===== src/rtl/uart_rx_param.sv =====
// Oversampled UART receiver: start/DATA_W data/stop framing, valid/ready output register, error pulses.
// Define UART_RX_PARITY_EN to compile in the parity bit and its check (sense set by PARITY_ODD).
module uart_rx_param #(
    parameter int CLKS_PER_BIT = 16,
    parameter int DATA_W       = 8,
    parameter int PARITY_ODD   = 0
) (
    input  logic              clk,
    input  logic              reset_n,
    input  logic              rx_serial,
    output logic [DATA_W-1:0] rx_data,
    output logic              rx_valid,
    input  logic              rx_ready,
    output logic              frame_err,
    output logic              parity_err,
    output logic              overrun,
    output logic              busy
);
    localparam int CW = $clog2(CLKS_PER_BIT);
    localparam int BW = $clog2(DATA_W + 1);
    localparam logic [CW-1:0] CNT_HALF = CW'(CLKS_PER_BIT / 2 - 1);
    localparam logic [CW-1:0] CNT_LAST = CW'(CLKS_PER_BIT - 1);
    localparam logic [BW-1:0] BIT_LAST = BW'(DATA_W - 1);

    if (CLKS_PER_BIT < 4 || (CLKS_PER_BIT % 2) != 0) begin : g_chk_clks
        $error("CLKS_PER_BIT must be even and >= 4");
    end
    if (DATA_W < 5 || DATA_W > 9) begin : g_chk_width
        $error("DATA_W must be in 5..9");
    end
    if (PARITY_ODD < 0 || PARITY_ODD > 1) begin : g_chk_parity
        $error("PARITY_ODD must be 0 or 1");
    end

`ifdef UART_RX_PARITY_EN
    typedef enum logic [2:0] {IDLE, START, DATA, PARITY, STOP} state_t;
    localparam logic ODD_BIT = (PARITY_ODD != 0);
`else
    typedef enum logic [2:0] {IDLE, START, DATA, STOP} state_t;
`endif

    state_t            state, state_nx;
    logic              rx_m, rx_s, rx_p;
    logic [CW-1:0]     cnt, cnt_nx;
    logic [BW-1:0]     bit_cnt, bit_cnt_nx;
    logic [DATA_W-1:0] shreg, shreg_nx;
    logic              frame_done, stop_bad, par_fail, deliver;

    always_ff @(posedge clk or negedge reset_n) begin
        if (!reset_n) begin
            rx_m <= 1'b1;
            rx_s <= 1'b1;
            rx_p <= 1'b1;
        end else begin
            rx_m <= rx_serial;
            rx_s <= rx_m;
            rx_p <= rx_s;
        end
    end

`ifdef UART_RX_PARITY_EN
    logic par_bad, par_bad_nx;

    always_ff @(posedge clk or negedge reset_n) begin
        if (!reset_n) begin
            par_bad    <= 1'b0;
            parity_err <= 1'b0;
        end else begin
            par_bad    <= par_bad_nx;
            parity_err <= frame_done && par_bad;
        end
    end

    assign par_fail = par_bad;
`else
    assign par_fail   = 1'b0;
    assign parity_err = 1'b0;
`endif

    always_ff @(posedge clk or negedge reset_n) begin
        if (!reset_n) begin
            state   <= IDLE;
            cnt     <= '0;
            bit_cnt <= '0;
            shreg   <= '0;
        end else begin
            state   <= state_nx;
            cnt     <= cnt_nx;
            bit_cnt <= bit_cnt_nx;
            shreg   <= shreg_nx;
        end
    end

    // Counter restarts at the start-bit centre, so every later sample lands on count CNT_LAST.
    always_comb begin
        state_nx   = state;
        cnt_nx     = (cnt == CNT_LAST) ? '0 : cnt + 1'b1;
        bit_cnt_nx = bit_cnt;
        shreg_nx   = shreg;
`ifdef UART_RX_PARITY_EN
        par_bad_nx = par_bad;
`endif
        frame_done = 1'b0;
        stop_bad   = 1'b0;
        case (state)
            IDLE: begin
                cnt_nx = '0;
                if (rx_p && !rx_s) state_nx = START;
            end
            START: begin
                if (cnt == CNT_HALF) begin
                    cnt_nx     = '0;
                    bit_cnt_nx = '0;
                    state_nx   = rx_s ? IDLE : DATA;
                end
            end
            DATA: begin
                if (cnt == CNT_LAST) begin
                    shreg_nx   = {rx_s, shreg[DATA_W-1:1]};
                    bit_cnt_nx = bit_cnt + 1'b1;
                    if (bit_cnt == BIT_LAST) begin
`ifdef UART_RX_PARITY_EN
                        state_nx = PARITY;
`else
                        state_nx = STOP;
`endif
                    end
                end
            end
`ifdef UART_RX_PARITY_EN
            PARITY: begin
                if (cnt == CNT_LAST) begin
                    par_bad_nx = rx_s ^ (^shreg) ^ ODD_BIT;
                    state_nx   = STOP;
                end
            end
`endif
            STOP: begin
                if (cnt == CNT_LAST) begin
                    frame_done = 1'b1;
                    stop_bad   = !rx_s;
                    state_nx   = IDLE;
                end
            end
            default: state_nx = IDLE;
        endcase
    end

    assign deliver = frame_done && !stop_bad && !par_fail;
    assign busy    = (state != IDLE);

    always_ff @(posedge clk or negedge reset_n) begin
        if (!reset_n) begin
            rx_data   <= '0;
            rx_valid  <= 1'b0;
            frame_err <= 1'b0;
            overrun   <= 1'b0;
        end else begin
            frame_err <= frame_done && stop_bad;
            overrun   <= 1'b0;
            if (deliver) begin
                if (!rx_valid || rx_ready) begin
                    rx_data  <= shreg;
                    rx_valid <= 1'b1;
                end else begin
                    overrun <= 1'b1;
                end
            end else if (rx_ready) begin
                rx_valid <= 1'b0;
            end
        end
    end
endmodule


===== config.mk =====
export PLATFORM = sky130hd
export DESIGN_NAME = uart_rx_param
export DESIGN_NICKNAME = d
export VERILOG_FILES = /design/src/rtl/uart_rx_param.sv
export SDC_FILE = /design/constraint.sdc
export NUM_CORES = 1
export LEC_CHECK = 0
export CORE_ASPECT_RATIO = 1.1
export CORE_MARGIN = 2
export CORE_UTILIZATION = 61
export CTS_BUF_LIST = sky130_fd_sc_hd__clkbuf_2
export DETAILED_ROUTE_END_ITERATION = 10
export GPL_TIMING_DRIVEN = 1
export PLACE_DENSITY = 0.88
export SKIP_LAST_GASP = 1
export SYNTH_ARGS = -nofsm -noshare
export SYNTH_HDL_FRONTEND = slang
export SYNTH_SLANG_ARGS = --single-unit
export TNS_END_PERCENT = 50

===== constraint.sdc =====
create_clock -name clk -period 3.7 [get_ports clk]
set_clock_uncertainty 0.15 [all_clocks]
set_input_delay 0.555 -clock clk [delete_from_list [all_inputs] [get_ports clk]]
set_output_delay 0.555 -clock clk [all_outputs]
set_load 0.01 [all_outputs]

# Yosys cells after proc, flatten, opt, wreduce, memory -nomap -nowiden
# Cells that the tools add are included.
word_totals:
  ff_bits: 33
  elab_cells: 63
op_classes:
  reduce_logical: 16
  n_eq_ne: 12
  muxes: 22
  n_addsub: 2
op_table:
  columns: ["operator", "n"]
  rows:
  - ["$mux 4", 4]
  - ["$pmux 4 s2", 2]
  - ["$mux 3", 5]
  - ["$pmux 3 s4", 1]
  - ["$ne 2x2->1 const B", 5]
  - ["$mux 1", 9]
  - ["$add 4x1->4 const B", 2]
  - ["$eq 4x3->1 const B", 2]
  - ["$eq 3x2->1 const B", 2]
  - ["$reduce_and 2->1", 3]
  - ["$reduce_and 5->1", 1]
  - ["$eq 4x4->1 const B", 1]
  - ["$reduce_bool 2->1", 2]
  - ["$eq 3x1->1 const B", 1]
  - ["$logic_and 1x1->1", 3]
  - ["$logic_not 1->1", 3]
  - ["$logic_not 3->1", 1]
  - ["$reduce_and 3->1", 1]
  - ["$reduce_bool 3->1", 1]
  - ["$mux 2", 1]
  - ["$ne 2x1->1 const B", 1]
  - ["$logic_or 1x1->1", 1]

# Depth between registers and ports, before layout
depth:
  word_depth: 7
  mapped_depth: 6
  depth_no_buf: 4

# Least setup slack after synthesis
# OpenSTA, ideal clock, no wires.
synth_path:
  path_type: "register to register"
  startpoint: "register cnt[0]"
  endpoint: "register rx_data[0]"
  path_stages_with_launch: 6
  setup_time_ns: 0.125
  path_buffers: 1
  path_slack_ns: 1.946
  period_less_slack_ns: 1.754
  t_arrival_ns: 1.479
  cell_sequence: "dfrtp_1 ha_1 buf_4 nand3_4 nor3b_4 mux2_2"
synth_between:
  elab_chain_cells: 6
  word_cells_on_any_way: 8
synth_lines:
  columns: ["item", "line", "rtl"]
  rows:
  - ["from (decl)", "44", "logic [CW-1:0] cnt, cnt_nx;"]
  - ["from (signal assigned)", "88", "cnt <= cnt_nx;"]
  - ["$eq 4x4->1 (*)", "139", "if (cnt == CNT_LAST) begin"]
  - ["$mux 1", "139", null]
  - ["$mux 1", "105", "case (state)"]
  - ["$logic_not 1->1", "149", "assign deliver = frame_done && !stop_bad && !par_fail;"]
  - ["$logic_and 1x1->1 (*)", "149", null]
  - ["$reduce_and 2->1 (no line) (*)", null, null]
  - ["to (signal assigned)", "163", "rx_data <= shreg;"]
  - ["to (decl)", "11", "output logic [DATA_W-1:0] rx_data,"]
# Every way passes the cells marked *; elsewhere a longest branch is shown, timed or not.
# A chain may end at the register's enable or synchronous reset.

# Worst setup path in the final report
layout_path:
  startpoint: "register state[1]"
  endpoint: "output busy"
layout_between:
  elab_chain_cells: 1
layout_lines:
  columns: ["item", "line", "rtl"]
  rows:
  - ["from (decl)", "42", "state_t state, state_nx;"]
  - ["from (signal assigned)", "87", "state <= state_nx;"]
  - ["$reduce_bool 3->1", "150", "assign busy = (state != IDLE);"]
  - ["to (decl)", "17", "output logic busy"]
# No other way between the ends.

==> summary.md <==
| Metric | Value |
|---|---|
| Startpoint Class | `flop` |
| Post-synthesis cell count | `112` |
| Drt first pass iters | `5` |
| Status | `finished, final reports clean` |
| R2R depth | `5` |
| Filler instances | `154` |
| Die Area | `2710 um^2` |
| Flop2flop setup slack | `1270 ps` |
| Crit path DAT | `1800 ps` |
| F_max | `0.399 GHz` |
| Power per Cell Area | `510 nW/um^2` |
| # IOs | `17` |
| Hold path cells | `0` |
| N_diodes | `0` |
| DP HPWL | `1.64 mm` |
| Post-CTS Setup Repair Bufs | `0` |
| Clock latency on the worst-skew pair | `370 ps` |
| Root Buffer | `clkbuf_2` |
| Antenna violations before repair | `0` |
| Number of flops mapped to enable cells by yosys | `0` |
| Asr flop ratio synth | `100%` |
| LEAKAGE | `0.730 nW` |
| Final Power | `0.816 mW` |
| First-pass GRT wire length | `3.81 mm` |
| Worst-case clock buffer depth | `2` |
| Final Critical Period | `2510 ps` |
| Nets | `134` |
| Post-route ant nets | `0` |
| Vias in the first global route | `849` |
| Via count | `894` |
| Largest cells by area after synthesis | `dfrtp_1 (51%), mux2_2 (13%), dfstp_2 (5.6%), buf_4 (2.7%), a21oi_1 (2.1%)` |
| Commonest cells after routing, fill and taps aside | `dfrtp_1 (29), mux2_2 (16), clkdlybuf4s50_1 (15)` |
| Setup ws final | `1190 ps` |
| Wire per inst | `14.6 um` |
| CTS buffer count | `5` |
| Seq/Total Area, Yosys | `57.1%` |
| Hold Fails Final Rpt | `0` |
| Final setup fails | `0` |
| Yosys top cell by area | `dfrtp_1` |
| CORE AREA | `2230 um^2` |
| Post-route setup TNS | `0 ps` |
| Synth Area per Inst | `12.6 um^2` |
| Syn_nets | `118` |
| Crit path required time | `2990 ps` |
| Worst hold slack | `217 ps` |
| Area of the mapped netlist | `1410 um^2` |
| Port buffer count | `15` |
| Yosys cell types | `38` |
| Largest net degree at the start of global routing | `33` |
| RSZ-0062 raised after global routing | `false` |
| Crit share post-route | `67.7%` |
| Crit Path Max Fanout | `17` |
| Slew @ Worst Pin | `717 ps` |
| Die height | `54.4 um` |
| Total grt overflow | `0` |
| CTS Sinks | `32` |
| Post-synth top flop | `dfrtp_1` |
| Worst-path clk slew | `140 ps` |
| Worst vdd ir | `0.416 mV` |
| WS Path Type | `flop to output port` |
| Post-route DRC | `0` |
| Share of layout cells above drive strength 1 | `24.8%` |
| Max H-tree Level | `2` |
| Area used by multi-input combinational logic | `552 um^2` |
| Flip-flop and latch count after synthesis | `32` |
| CTS tree | `yes` |
| Row cnt | `18` |
| Gr usage total | `20.0%` |
| Max Cap Viol | `0` |
| Final count of pins violating max slew | `0` |
| Initial core utilization | `63.2%` |
| Hold Buf Count CTS | `0` |
| Hold Crit Class | `flop to flop` |
| Placer Congestion | `0.765` |
| Vias per inst | `5.62` |
| Yosys top cell area share | `51.5%` |
| Die Span X | `49.8 um` |
| Yosys warning total | `0` |
| Commonest non-fill, non-tap cell in the layout | `dfrtp_1` |
| P&R area growth vs syn | `13.5%` |
| Relative slew slack | `52.1%` |
| CP endpoint kind | `output port` |
| Starting DRT DRC Count | `13` |
| Final wirelength | `2.31 mm` |
| Reg area | `805 um^2` |
| CTS resizes | `0` |
| Pre-CTS setup slack | `1290 ps` |
## sequential cells by signal (all words and copies together), names as in the netlist
| name | count |
|---|---|
| rx_s | 1 |
| rx_p | 1 |
| state | 2 |
| bit_cnt | 4 |
| overrun | 1 |
| rx_data | 8 |
| rx_m | 1 |
| frame_err | 1 |
| cnt | 4 |
| shreg | 8 |
| rx_valid | 1 |
## report_power, final
part	internal, mW	switching (mW)	total [mW]
clock	0.0454	0.108	0.153
sequential	0.389	0.0895	0.479
combinational	0.0985	0.0848	0.183
## final timing paths
kind,startpoint,to
max,state[1],busy
min,rx_m,rx_s
max reg2reg,cnt[0],shreg[2]
min reg2reg,rx_m,rx_s
max in group asynchronous,reset_n,rx_m
min in group asynchronous,reset_n,overrun
## cell usage after synthesis (2+ instances only)
library cell   n
a211oi_1       2
a21oi_1        6
a31oi_1        2
and3_1         2
buf_4          5
clkbuf_1       2
dfrtp_1       29
dfstp_2        3
ha_1           2
mux2_2        16
nand2_1        7
nand2b_1       3
nor2_1         5
nor3_1         2
o21a_1         2
or2_2          2
## critical path, stage by stage (launching register included)
cell and delay [ps]:
dfrtp_1 590, or2_2 380, clkdlybuf4s50_1 480
## logic make-up (layout without fill, tap and decap cells)
family | count (synthesis) | count (layout) | synth area share (%)
buf+inv | 9 | 26 | 3.82
compound gates | 19 | 19 | 9.32
flops | 32 | 32 | 57.1
simple gates | 32 | 32 | 14.4
other cells | 1 | 1 | 0.266
mux | 16 | 16 | 12.8
fa+ha+maj | 2 | 2 | 1.77
xor+xnor | 1 | 1 | 0.621
## per-stage QoR
stage / cells / utilization [%] / instance area [um^2]
2_1_floorplan: 112 / - / 1410
3_3_place_gp: 151 / 70.1 / 1560
3_5_place_dp: 151 / 70.1 / 1560
4_1_cts: 159 / 71.8 / 1600
5_1_grt: 159 / 71.8 / 1600
6_report: 159 / 71.8 / 1600
## cell type report
class                      count  share of cell area (%)
timing repair buffer          17                    10.3
multi-input combinational     71                    34.5
tap                           30                    2.35
inverter                       1                   0.235
clock buffer                   6                    1.88
sequential                    32                    50.3
clock inverter                 2                   0.469
## routing by layer
layer  global-route usage [%]  part of all wire [%]  routed length [um]  up-vias
met5                        0                     0                   0        -
met4                     16.7                   3.2                  74        0
met3                     4.92                   4.1                  96       11
met2                     30.4                    47                1100       29
met1                     24.6                    45                1040      425
li1                         -                     -                   -      429
No activity file was read; power rests on OpenSTA's default activity.
